==> config.mk <==
export PLATFORM = sky130hd
export DESIGN_NAME = wb_cmd_master
export DESIGN_NICKNAME = d
export VERILOG_FILES = /design/src/rtl/wb_cmd_pkg.sv /design/src/rtl/wb_cmd_master.sv
export SDC_FILE = /design/constraint.sdc
export NUM_CORES = 1
export LEC_CHECK = 0
export ABC_AREA = 0
export CAP_MARGIN = 20
export CORE_UTILIZATION = 56
export CTS_BUF_LIST = sky130_fd_sc_hd__clkbuf_4 sky130_fd_sc_hd__clkbuf_8
export DETAILED_ROUTE_END_ITERATION = 8
export GPL_ROUTABILITY_DRIVEN = 0
export HOLD_SLACK_MARGIN = 0.12
export PLACE_DENSITY = 0.95
export SYNTH_ARGS = -nofsm -noshare
export SYNTH_HDL_FRONTEND = slang
export SYNTH_SLANG_ARGS = --single-unit
==> constraint.sdc <==
create_clock -name clk_i -period 5.7 [get_ports clk_i]
set_input_delay 1.425 -clock clk_i [delete_from_list [all_inputs] [get_ports clk_i]]
set_output_delay 1.425 -clock clk_i [all_outputs]
set_load 0.01 [all_outputs]
==> src/rtl/wb_cmd_pkg.sv <==
// Shared opcodes, response codes and FSM state encoding for the
// byte-command to Wishbone bridge.
package wb_cmd_pkg;

    localparam logic [7:0] OP_WRITE = 8'h01;
    localparam logic [7:0] OP_READ  = 8'h02;

    localparam logic [7:0] RSP_OK   = 8'hA5;
    localparam logic [7:0] RSP_ERR  = 8'hEE;

    typedef enum logic [2:0] {
        IDLE,
        ADDR,
        DATA,
        BUS_REQ,
        BUS_WAIT,
        RESP
    } state_t;

endpackage

==> src/rtl/wb_cmd_master.sv <==
// Byte-stream command decoder driving a single pipelined Wishbone B4
// transfer per command, then streaming a response back byte by byte.
module wb_cmd_master
    import wb_cmd_pkg::*;
#(
    parameter int TIMEOUT = 255
) (
    input  logic        clk_i,
    input  logic        rst_ni,
    input  logic [7:0]  cmd_data_i,
    input  logic        cmd_valid_i,
    output logic [7:0]  rsp_data_o,
    output logic        rsp_valid_o,
    input  logic        rsp_ready_i,
    output logic        overrun_o,
    output logic [31:0] wb_adr_o,
    output logic [31:0] wb_dat_o,
    input  logic [31:0] wb_dat_i,
    output logic        wb_we_o,
    output logic [3:0]  wb_sel_o,
    output logic        wb_stb_o,
    input  logic        wb_ack_i,
    output logic        wb_cyc_o,
    input  logic        wb_stall_i
);

    localparam logic [15:0] TMO_LAST = 16'(TIMEOUT - 1);

    state_t      state_q, state_d;
    logic        is_write_q;
    logic [1:0]  byte_cnt_q;
    logic [31:0] adr_q;
    logic [31:0] dat_q;
    logic [31:0] rsp_shift_q;
    logic [1:0]  rsp_left_q;
    logic [15:0] tmo_cnt_q;
    logic        overrun_q;

    logic        last_byte;
    logic        ack_ok;
    logic        tmo_hit;
    logic        op_ok;

    // An ack only counts once our strobe has been (or is being) accepted.
    assign last_byte = cmd_valid_i && (byte_cnt_q == 2'd3);
    assign ack_ok    = wb_ack_i && (((state_q == BUS_REQ) && !wb_stall_i) ||
                                    (state_q == BUS_WAIT));
    assign tmo_hit   = (tmo_cnt_q == TMO_LAST);
    assign op_ok     = (cmd_data_i == OP_WRITE) || (cmd_data_i == OP_READ);

    assign wb_adr_o   = adr_q;
    assign wb_dat_o   = dat_q;
    assign rsp_data_o = rsp_shift_q[7:0];
    assign overrun_o  = overrun_q;

    // State register.
    always_ff @(posedge clk_i or negedge rst_ni) begin
        if (!rst_ni) begin
            state_q <= IDLE;
        end else begin
            state_q <= state_d;
        end
    end

    // Next-state decode and state-derived bus/response outputs.
    always_comb begin
        state_d     = state_q;
        wb_cyc_o    = 1'b0;
        wb_stb_o    = 1'b0;
        wb_we_o     = 1'b0;
        wb_sel_o    = '0;
        rsp_valid_o = 1'b0;
        case (state_q)
            IDLE: begin
                if (cmd_valid_i) begin
                    state_d = op_ok ? ADDR : RESP;
                end
            end
            ADDR: begin
                if (last_byte) begin
                    state_d = is_write_q ? DATA : BUS_REQ;
                end
            end
            DATA: begin
                if (last_byte) begin
                    state_d = BUS_REQ;
                end
            end
            BUS_REQ: begin
                wb_cyc_o = 1'b1;
                wb_stb_o = 1'b1;
                wb_we_o  = is_write_q;
                wb_sel_o = 4'hF;
                if (ack_ok || tmo_hit) begin
                    state_d = RESP;
                end else if (!wb_stall_i) begin
                    state_d = BUS_WAIT;
                end
            end
            BUS_WAIT: begin
                wb_cyc_o = 1'b1;
                wb_we_o  = is_write_q;
                wb_sel_o = 4'hF;
                if (ack_ok || tmo_hit) begin
                    state_d = RESP;
                end
            end
            RESP: begin
                rsp_valid_o = 1'b1;
                if (rsp_ready_i && (rsp_left_q == 2'd0)) begin
                    state_d = IDLE;
                end
            end
            default: state_d = IDLE;
        endcase
    end

    // Command shift registers, timeout counter and response serializer.
    always_ff @(posedge clk_i or negedge rst_ni) begin
        if (!rst_ni) begin
            is_write_q  <= 1'b0;
            byte_cnt_q  <= '0;
            adr_q       <= '0;
            dat_q       <= '0;
            rsp_shift_q <= '0;
            rsp_left_q  <= '0;
            tmo_cnt_q   <= '0;
            overrun_q   <= 1'b0;
        end else begin
            overrun_q <= cmd_valid_i &&
                         ((state_q == BUS_REQ) || (state_q == BUS_WAIT) || (state_q == RESP));
            case (state_q)
                IDLE: begin
                    byte_cnt_q <= '0;
                    if (cmd_valid_i) begin
                        is_write_q <= (cmd_data_i == OP_WRITE);
                        if (!op_ok) begin
                            rsp_shift_q <= {24'h0, RSP_ERR};
                            rsp_left_q  <= '0;
                        end
                    end
                end
                // Little-endian fields: shifting in from the top leaves the
                // first byte in bits 7:0 after four strobes.
                ADDR: begin
                    tmo_cnt_q <= '0;
                    if (cmd_valid_i) begin
                        adr_q      <= {cmd_data_i, adr_q[31:8]};
                        byte_cnt_q <= byte_cnt_q + 2'd1;
                    end
                end
                DATA: begin
                    tmo_cnt_q <= '0;
                    if (cmd_valid_i) begin
                        dat_q      <= {cmd_data_i, dat_q[31:8]};
                        byte_cnt_q <= byte_cnt_q + 2'd1;
                    end
                end
                BUS_REQ, BUS_WAIT: begin
                    tmo_cnt_q <= tmo_cnt_q + 16'd1;
                    if (ack_ok) begin
                        rsp_shift_q <= is_write_q ? {24'h0, RSP_OK} : wb_dat_i;
                        rsp_left_q  <= is_write_q ? 2'd0 : 2'd3;
                    end else if (tmo_hit) begin
                        rsp_shift_q <= {24'h0, RSP_ERR};
                        rsp_left_q  <= '0;
                    end
                end
                RESP: begin
                    if (rsp_ready_i && (rsp_left_q != 2'd0)) begin
                        rsp_shift_q <= {8'h0, rsp_shift_q[31:8]};
                        rsp_left_q  <= rsp_left_q - 2'd1;
                    end
                end
                default: ;
            endcase
        end
    end

endmodule

**After elaboration in Yosys (flattened, before gate mapping)**

Index checks and enable logic that the tools add are counted.

- Memories kept: 0
- ROM bits: 0
- Bits in registers: 121
- Input port bits: 46
- Bits in latches: 0
- Memory bits (writable): 0

- Mux-type cells: 32
- $add $sub $neg: 3
- $lt $le $gt $ge: 0
- Multiply operators: 0
- Shift operators: 0
- Equal/unequal tests: 19
- Bitwise logic cells: 0
- Reduce and logical (&&, ||, !) cells: 26
- Div/mod/pow operators: 0

Operators with widths:

| operator | number |
|---|---|
| 32-bit 2-to-1 mux | 6 |
| 32-bit case mux with 3 select lines | 1 |
| 16-bit case mux with 2 select lines | 1 |
| 3-bit 2-to-1 mux | 8 |
| 3-bit case mux with 6 select lines | 1 |
| 16-bit by 1-bit adder with 16-bit output (second input constant) | 1 |
| 16-bit by 8-bit equality test with 1-bit output (second input constant) | 1 |
| 2-bit 2-to-1 mux | 7 |
| 2-bit != test (second input constant) | 6 |
| 8-bit by 1-bit equality test with 1-bit output (second input constant) | 1 |
| 8-bit by 2-bit equality test with 1-bit output (second input constant) | 1 |
| 2-bit AND reduction | 4 |
| 3-bit by 2-bit equality test with 1-bit output (second input constant) | 2 |
| 3-bit equality test (second input constant) | 2 |
| 1-bit logical AND | 6 |
| 2-bit case mux with 3 select lines | 1 |
| 6-bit AND reduction | 1 |
| 2-bit nonzero test | 3 |
| 1-bit logical OR | 5 |
| 1-bit 2-to-1 mux | 5 |
| 5-bit AND reduction | 1 |
| 4-bit 2-to-1 mux | 1 |
| 2-bit by 1-bit != test with 1-bit output (second input constant) | 2 |
| 2-bit case mux with 2 select lines | 1 |
| 11 further kinds | 12 |

**Logic depth before layout (Yosys ltp)**

Gate-level depths: netlist (run 1).

- Depth after elaboration: 7
- Depth in mapped cells: 9
- Gate-level depth less buffers: 7

**Worst setup path after synthesis (run 1)**

OpenSTA, ideal clock, no wires.

- Kind: input port to flip-flop
- Start point: in cmd_data_i[3]
- End point: reg rsp_left_q[1]
- Slack: 2.779 ns
- Arrival time: 2.796 ns
- Library setup time: 0.125 ns
- Cell stages on the path: 5
- Required time: 5.575 ns
- Path through: or4_4 > nor4_4 > nor4_2 > o21bai_4 > mux2_2

- Word-level cells in the longest chain between the ends: 4
- Elaborated cells between the ends (all ways): 5

RTL lines:

| item | RTL line | source |
|---|---|---|
| start: declaration | wb_cmd_master.sv:10 | `input logic [7:0] cmd_data_i,` |
| 8-bit by 1-bit equality test with 1-bit output or 8-bit by 2-bit equality test with 1-bit output (tied branches) | wb_cmd_master.sv:49 | `assign op_ok = (cmd_data_i == OP_WRITE) \|\| (cmd_data_i == OP_READ);` |
| 1-bit logical OR * | wb_cmd_master.sv:49 |  |
| 2-bit != test (no line) * | -- |  |
| 5-bit AND reduction (no line) * | -- |  |
| end signal: assignment | wb_cmd_master.sv:163 | `rsp_left_q <= is_write_q ? 2'd0 : 2'd3;` |
| end signal: assignment | wb_cmd_master.sv:172 | `rsp_left_q <= rsp_left_q - 2'd1;` |
| end: declaration | wb_cmd_master.sv:35 | `logic [1:0] rsp_left_q;` |

Every way passes the cells marked *; elsewhere a longest branch is shown, timed or not.
A chain may end at the register's enable or synchronous reset.

**Worst setup path after layout (run 1)**

- Start point: reg state_q[2]
- End point: out wb_we_o

- Word-level cells in the longest chain between the ends: 3
- Elaborated cells between the ends (all ways): 4

RTL lines:

| item | RTL line | source |
|---|---|---|
| start: declaration | wb_cmd_master.sv:29 | `state_t state_q, state_d;` |
| start signal: assignment | wb_cmd_master.sv:61 | `state_q <= state_d;` |
| 3-bit by 2-bit equality test with 1-bit output or 3-bit equality test (tied branches) | wb_cmd_master.sv:73 | `case (state_q)` |
| 2-bit OR reduction (no line) * | -- |  |
| 1-bit 2-to-1 mux * | wb_cmd_master.sv:73 |  |
| end: declaration | wb_cmd_master.sv:19 | `output logic wb_we_o,` |

Marks and branches as above.

==> run summary, run 1 <==
most frequent cells in the layout: clkdlybuf4s50_1, dfrtp_1, mux2_2
Antenna diodes: 0
port bufs: 126
Hold WC Path Type: reg2reg
worst slack, placed: 1590 ps
synthesized cell area: 0.00555 mm²
global route overflow: 0
share of the synthesized area in the top cell type: 54.5%
CTS Sinks: 121
Synth-to-Final Area Change: 29.4%
layout cell share with drive strength beyond 1: 21.8%
WL/cell: 19.8 µm
CTS tree: yes
worst-margin pin slew: 1040 ps
fill count: 528
Yosys reg bits: 121
largest family of logic cells by synthesized area: multiplexers
Num CTS Buffers: 17
core footprint: 0.00942 mm²
Mean Syn Cell Area: 12.6 µm²
Area contributors post-synth: dfrtp_1, mux2_2, a22oi_1
Critical Path End Type: output port
register area share after synthesis: 54.5%
Die X: 102 µm
final worst setup slack: 1400 ps
largest net degree at the start of global routing: 73
vias in the first global route: 4,237
Worst IR Drop VDD: 283 µV
number of placed cells counting well taps: 662
clock-pin transition on the worst setup and hold timing paths: 80 ps
critical setup path kind: reg2out
Fin Clk Skew: 15.2 ps
clock buffer depth: 2
CP Max Fanout: 20
compound-gate portion of the synthesized area: 14.9%
CP required: 4280 ps
status: finished, final reports clean
Worst-Skew Late Latency: 450 ps
FFs w/ async S/R, synth: 100%
Post-CTS Setup Inserts: 0
CTS root buf: clkbuf_8
die footprint: 0.0103 mm²
die height: 102 µm
RSZ-0062 raised after global routing: false
antenna viol nets, final: 0
worst rel slew slack: 30.3%
# setup viols final: 0
H-tree Lvls: 4
commonest non-fill, non-tap cell in the layout: clkdlybuf4s50_1
post-synth top area cell: dfrtp_1
DRT Pass-1 Iters: 5
multiplexer share of the synthesized area: 15.3%
Final min period: 4300 ps
io pins: 127
Post-Synth Adder-Cell Area: 1.26%
yosys warns: 0
Synth cell types: 55
Total GRT Usage: 28.4%
Max Clk Rate: 233 MHz
Post-Syn Instances: 440
row cnt: 35
fin. max-slew vios: 0
Leak: 3.09 nW
DRC: 0
XOR/XNOR share of the synthesized area: 0.158%
Post-Synth Simple-Gate Area: 8.97%
Via-to-Cell Ratio: 5.99
Finished Layout Cells: 694
drt initial violations: 328
startpoint types: flop
final net count: 602
ys flop type: dfrtp_1
CTS hold repair buffers: 0
post-DP HPWL: 9340 µm
Post-synth EDFFs: 0
power per cell area: 562 mW/mm²
Syn Nets: 490
Final TNS setup: 0 ps
final hold vios: 0
first-pass GRT wire length: 22,000 µm
CTS resizes: 0
Via Count: 4,159
final WL: 13,700 µm
initial antenna violation count: 0
Initial Utilization: 59.0%
Tcrit/Tclk final: 75.4%
Max-Cap Viols: 0
CP Data Arrival Time: 2870 ps
==> logic make-up after synthesis <==
kind of cell | Yosys count
adders and majority gates | 6
buffers and inverters | 49
and+or+nand+nor | 85
AOI/OAI and AO/OA | 102
muxes | 76
DFF | 121
xor gates and xnor gates | 1
==> routing by layer <==
metal  vias up  track usage (%)  routed length [µm]
met3        38             6.42                 700
li1       1848                -                   -
met4         0             13.3                 430
met5         -                0                   0
met2       177             47.3                7190
met1      2096             35.3                5420
==> layout make-up <==
class / instances / area (µm²) / area share, %
Timing Repair Buffer: 129 / 1280 / 17.8
Inverter: 13 / 48.8 / 0.679
Tap cell: 129 / 161 / 2.25
Multi-Input combinational cell: 270 / 2250 / 31.4
Clock inverter: 15 / 179 / 2.49
Clock buffer: 17 / 234 / 3.26
Sequential cell: 121 / 3030 / 42.1
==> worst paths after layout <==
check,end,slack (ps),startpoint,cells past startpoint
setup / recovery,wb_we_o,1400,state_q[2]$_DFFE_PN0P_,6
setup reg to reg,rsp_shift_q[5]$_DFFE_PN0P_,2900,state_q[2]$_DFFE_PN0P_,5
hold reg to reg,tmo_cnt_q[7]$_DFFE_PN0P_,480,tmo_cnt_q[7]$_DFFE_PN0P_,1
max in group asynchronous,rsp_shift_q[7]$_DFFE_PN0P_,3420,rst_ni,2
min in group asynchronous,rsp_shift_q[28]$_DFFE_PN0P_,1090,rst_ni,1
hold / removal,tmo_cnt_q[7]$_DFFE_PN0P_,480,tmo_cnt_q[7]$_DFFE_PN0P_,1
==> state kept, by name, summed over array words and instances, names as in the netlist <==
| signal | cells |
|---|---|
| is_write_q | 1 |
| wb_dat_o | 32 |
| state_q | 3 |
| overrun_o | 1 |
| byte_cnt_q | 2 |
| rsp_left_q | 2 |
| rsp_shift_q | 32 |
| tmo_cnt_q | 16 |
| wb_adr_o | 32 |
==> report_power, final <==
part	total (mW)	leakage [nW]	switching [mW]	internal, mW
combinational	1.75	1.32	0.817	0.930
clock	0.799	0.210	0.393	0.407
sequential	1.50	1.56	0.307	1.19
total	4.04	3.09	1.52	2.53
==> per-stage QoR <==
step / utilization [%] / instance area [µm²] / total power [mW] / hold slack, ps
floorplan: - / 5550 / 2.51 / 438
global placement: 71.9 / 6770 / 3.10 / 457
detailed placement: 71.9 / 6770 / 3.22 / 465
CTS: 76.3 / 7190 / 4.04 / 480
global route: 76.3 / 7190 / 4.24 / 511
finish: 76.3 / 7190 / 4.04 / 480
==> critical path, cell delays in order (launching register included) <==
cell             delay [ps]
dfrtp_1                 750
nand3b_1                270
inv_1                    90
nor2_2                  380
inv_2                   230
and2_1                  210
clkdlybuf4s50_1         480
==> cell usage after synthesis (all sizes together), types with 4 or more instances <==
cell / number
a21oi: 8
a22o: 11
a22oi: 17
a2bb2oi: 6
a31oi: 4
and2: 6
buf: 28
clkbuf: 8
dfrtp: 121
ha: 4
inv: 13
mux2: 69
mux2i: 7
nand2: 17
nand2b: 9
nand3: 10
nand4: 8
nor2: 12
nor2b: 4
o211ai: 4
o21ai: 13
o22ai: 6
o2bb2ai: 17
o31ai: 4
No activity file was read; power rests on OpenSTA's default activity.
==> run 2: changes to the inputs <==
--- a/config.mk
+++ b/config.mk
@@ -7,12 +7,12 @@
 export LEC_CHECK = 0
 export ABC_AREA = 0
 export CAP_MARGIN = 20
-export CORE_UTILIZATION = 56
+export CORE_UTILIZATION = 52
 export CTS_BUF_LIST = sky130_fd_sc_hd__clkbuf_4 sky130_fd_sc_hd__clkbuf_8
 export DETAILED_ROUTE_END_ITERATION = 8
 export GPL_ROUTABILITY_DRIVEN = 0
 export HOLD_SLACK_MARGIN = 0.12
-export PLACE_DENSITY = 0.95
+export PLACE_DENSITY = 0.89
 export SYNTH_ARGS = -nofsm -noshare
 export SYNTH_HDL_FRONTEND = slang
 export SYNTH_SLANG_ARGS = --single-unit
==> constraint.sdc (replaced) <==
create_clock -name clk_i -period 4.15 [get_ports clk_i]
set_input_delay 1.0375 -clock clk_i [delete_from_list [all_inputs] [get_ports clk_i]]
set_output_delay 1.0375 -clock clk_i [all_outputs]
set_load 0.01 [all_outputs]
==> run 2 against run 1 <==
  * Sequential cell count did not move
  * Die area rose by 7.5%
  * Core utilization fell by 6.2 points
  * First-iteration DRC count fell by 39%
  * Hold slack improved by 8.5 ps
  * Sequential power rose by 35%
  * Power rose by 36%
  * Design area rose by 0.71%
  * Combinational power rose by 34%
  * Count of clock-buffer cells in the layout rose by 1
  * Critical path depth did not move
  * Worst setup slack got worse by 1000 ps
==> run summary, run 2 (synthesis gave the netlist of run 1 again) <==
initial antenna violation count: 0
Max-Cap Viols: 0
DRT Pass-1 Iters: 5
DRC: 0
port bufs: 126
antenna viol nets, final: 0
CTS tree: yes
die footprint: 0.0111 mm²
row cnt: 37
WL/cell: 17.7 µm
Design Area, Final: 0.00724 mm²
CTS Sinks: 121
Worst path max stage delay: 710 ps
Util after Layout: 70.1%
power per cell area: 758 mW/mm²
Hold WC Path Type: reg2reg
CTS resizes: 0
CP Data Arrival Time: 2760 ps
Worst-Skew Late Latency: 440 ps
status: finished, final reports clean
Leak: 3.10 nW
Tcrit/Tclk final: 91.5%
clock buffer depth: 2
# setup viols final: 0
Finished Layout Cells: 704
critical setup path kind: reg2out
global route overflow: 0
final hold vios: 0
Via Count: 4,042
CP max-delay cell: dfrtp_1
io pins: 127
Post-CTS Setup Inserts: 0
largest net degree at the start of global routing: 72
worst rel slew slack: 40.5%
die height: 105 µm
final net count: 605
core footprint: 0.0103 mm²
most frequent cells in the layout: clkdlybuf4s50_1, dfrtp_1, mux2_2, clkbuf_8
final WL: 12,500 µm
commonest non-fill, non-tap cell in the layout: clkdlybuf4s50_1
Num CTS Buffers: 17
Final min period: 3800 ps
Synth-to-Final Area Change: 30.4%
final worst setup slack: 354 ps
CTS hold repair buffers: 0
worst-margin pin slew: 892 ps
Via-to-Cell Ratio: 5.74
Placement Cell Area: 0.00682 mm²
post-DP HPWL: 8420 µm
H-tree Lvls: 4
fin. max-slew vios: 0
CP cell instances: nand3b_1 > inv_1 > nor2_2 > inv_2 > and2_1 > clkdlybuf4s50_1
drt initial violations: 200
vias in the first global route: 4,230
worst slack, placed: 680 ps
Final TNS setup: 0 ps
clock-pin transition on the worst setup and hold timing paths: 80 ps
Critical Path End Type: output port
Fin Clk Skew: 12.3 ps
Total GRT Usage: 24.3%
CP Max Fanout: 20
layout cell share with drive strength beyond 1: 22.2%
Antenna diodes: 0
RSZ-0062 raised after global routing: false
Initial Utilization: 53.8%
Worst IR Drop VDD: 469 µV
CTS root buf: clkbuf_8
number of placed cells counting well taps: 672
Max Clk Rate: 263 MHz
startpoint types: flop
Die X: 105 µm
CP required: 3110 ps
first-pass GRT wire length: 20,900 µm
run 2: cell count changes in the layout (fill, tap and decap cells not counted):
cell / previous run / this run
inv_6: 5 / 1
clkinv_2: 1 / 2
inv_8: 4 / 0
clkinv_4: 2 / 3
clkbuf_8: 17 / 18
clkinvlp_4: 1 / 5
buf_4: 4 / 6
bufinv_16: 2 / 3
buf_12: 0 / 1
run 2: final cells by class:
type | instances | area, µm²
clock buffers | 18 | 248
clock inverters | 14 | 173
fillers | 708 | 3090
inverters | 13 | 48.8
multi-input cells | 270 | 2250
flip-flops and latches | 121 | 3030
well taps | 136 | 170
repair buffers | 132 | 1320
run 2: path summary, 6_finish.rpt:
check                                          from                         end  slack [ps]  cells after the start
hold reg to reg            tmo_cnt_q[7]$_DFFE_PN0P_    tmo_cnt_q[7]$_DFFE_PN0P_         490                      1
setup reg to reg             state_q[2]$_DFFE_PN0P_  rsp_shift_q[7]$_DFFE_PN0P_        1550                      5
setup / recovery             state_q[2]$_DFFE_PN0P_                     wb_we_o         350                      6
max in group asynchronous                    rst_ni    wb_adr_o[16]$_DFFE_PN0P_        2650                      2
min in group asynchronous                    rst_ni  rsp_shift_q[7]$_DFFE_PN0P_         720                      1
hold / removal             tmo_cnt_q[7]$_DFFE_PN0P_    tmo_cnt_q[7]$_DFFE_PN0P_         490                      1
run 2: metrics by stage:
| stage | hold WS [ps] | power (mW) |
|---|---|---|
| 2_1_floorplan | 438 | 3.45 |
| 3_3_place_gp | 467 | 4.30 |
| 3_5_place_dp | 472 | 4.39 |
| 4_1_cts | 485 | 5.53 |
| 5_1_grt | 506 | 5.82 |
| 6_report | 488 | 5.48 |
run 2: per-layer routing:
| metal | vias up | track usage (%) | part of all wire [%] |
|---|---|---|---|
| li1 | 1851 | - | - |
| met1 | 1996 | 29.4 | 40 |
| met2 | 176 | 38.7 | 48 |
| met3 | 19 | 9.96 | 9.9 |
| met4 | 0 | 9.26 | 1.5 |
| met5 | - | 0 | 0 |
run 2: critical path: cells and delay by family (launching register included):
kind | cells | cell delay, ps
buffers and inverters | 3 | 800
and+or+nand+nor | 3 | 810
DFF | 1 | 710
run 2: report_power, final:
group / total, mW / switching, mW / internal (mW)
sequential: 2.02 / 0.391 / 1.63
combinational: 2.35 / 1.06 / 1.29
clock: 1.10 / 0.494 / 0.610
total: 5.48 / 1.95 / 3.54
==> run 3: changes to the inputs <==
--- a/config.mk
+++ b/config.mk
@@ -16,3 +16,4 @@
 export SYNTH_ARGS = -nofsm -noshare
 export SYNTH_HDL_FRONTEND = slang
 export SYNTH_SLANG_ARGS = --single-unit
+export TNS_END_PERCENT = 50
==> results of run 3 <==
The final DEF is identical to that of run 2; final timing and power are the same.
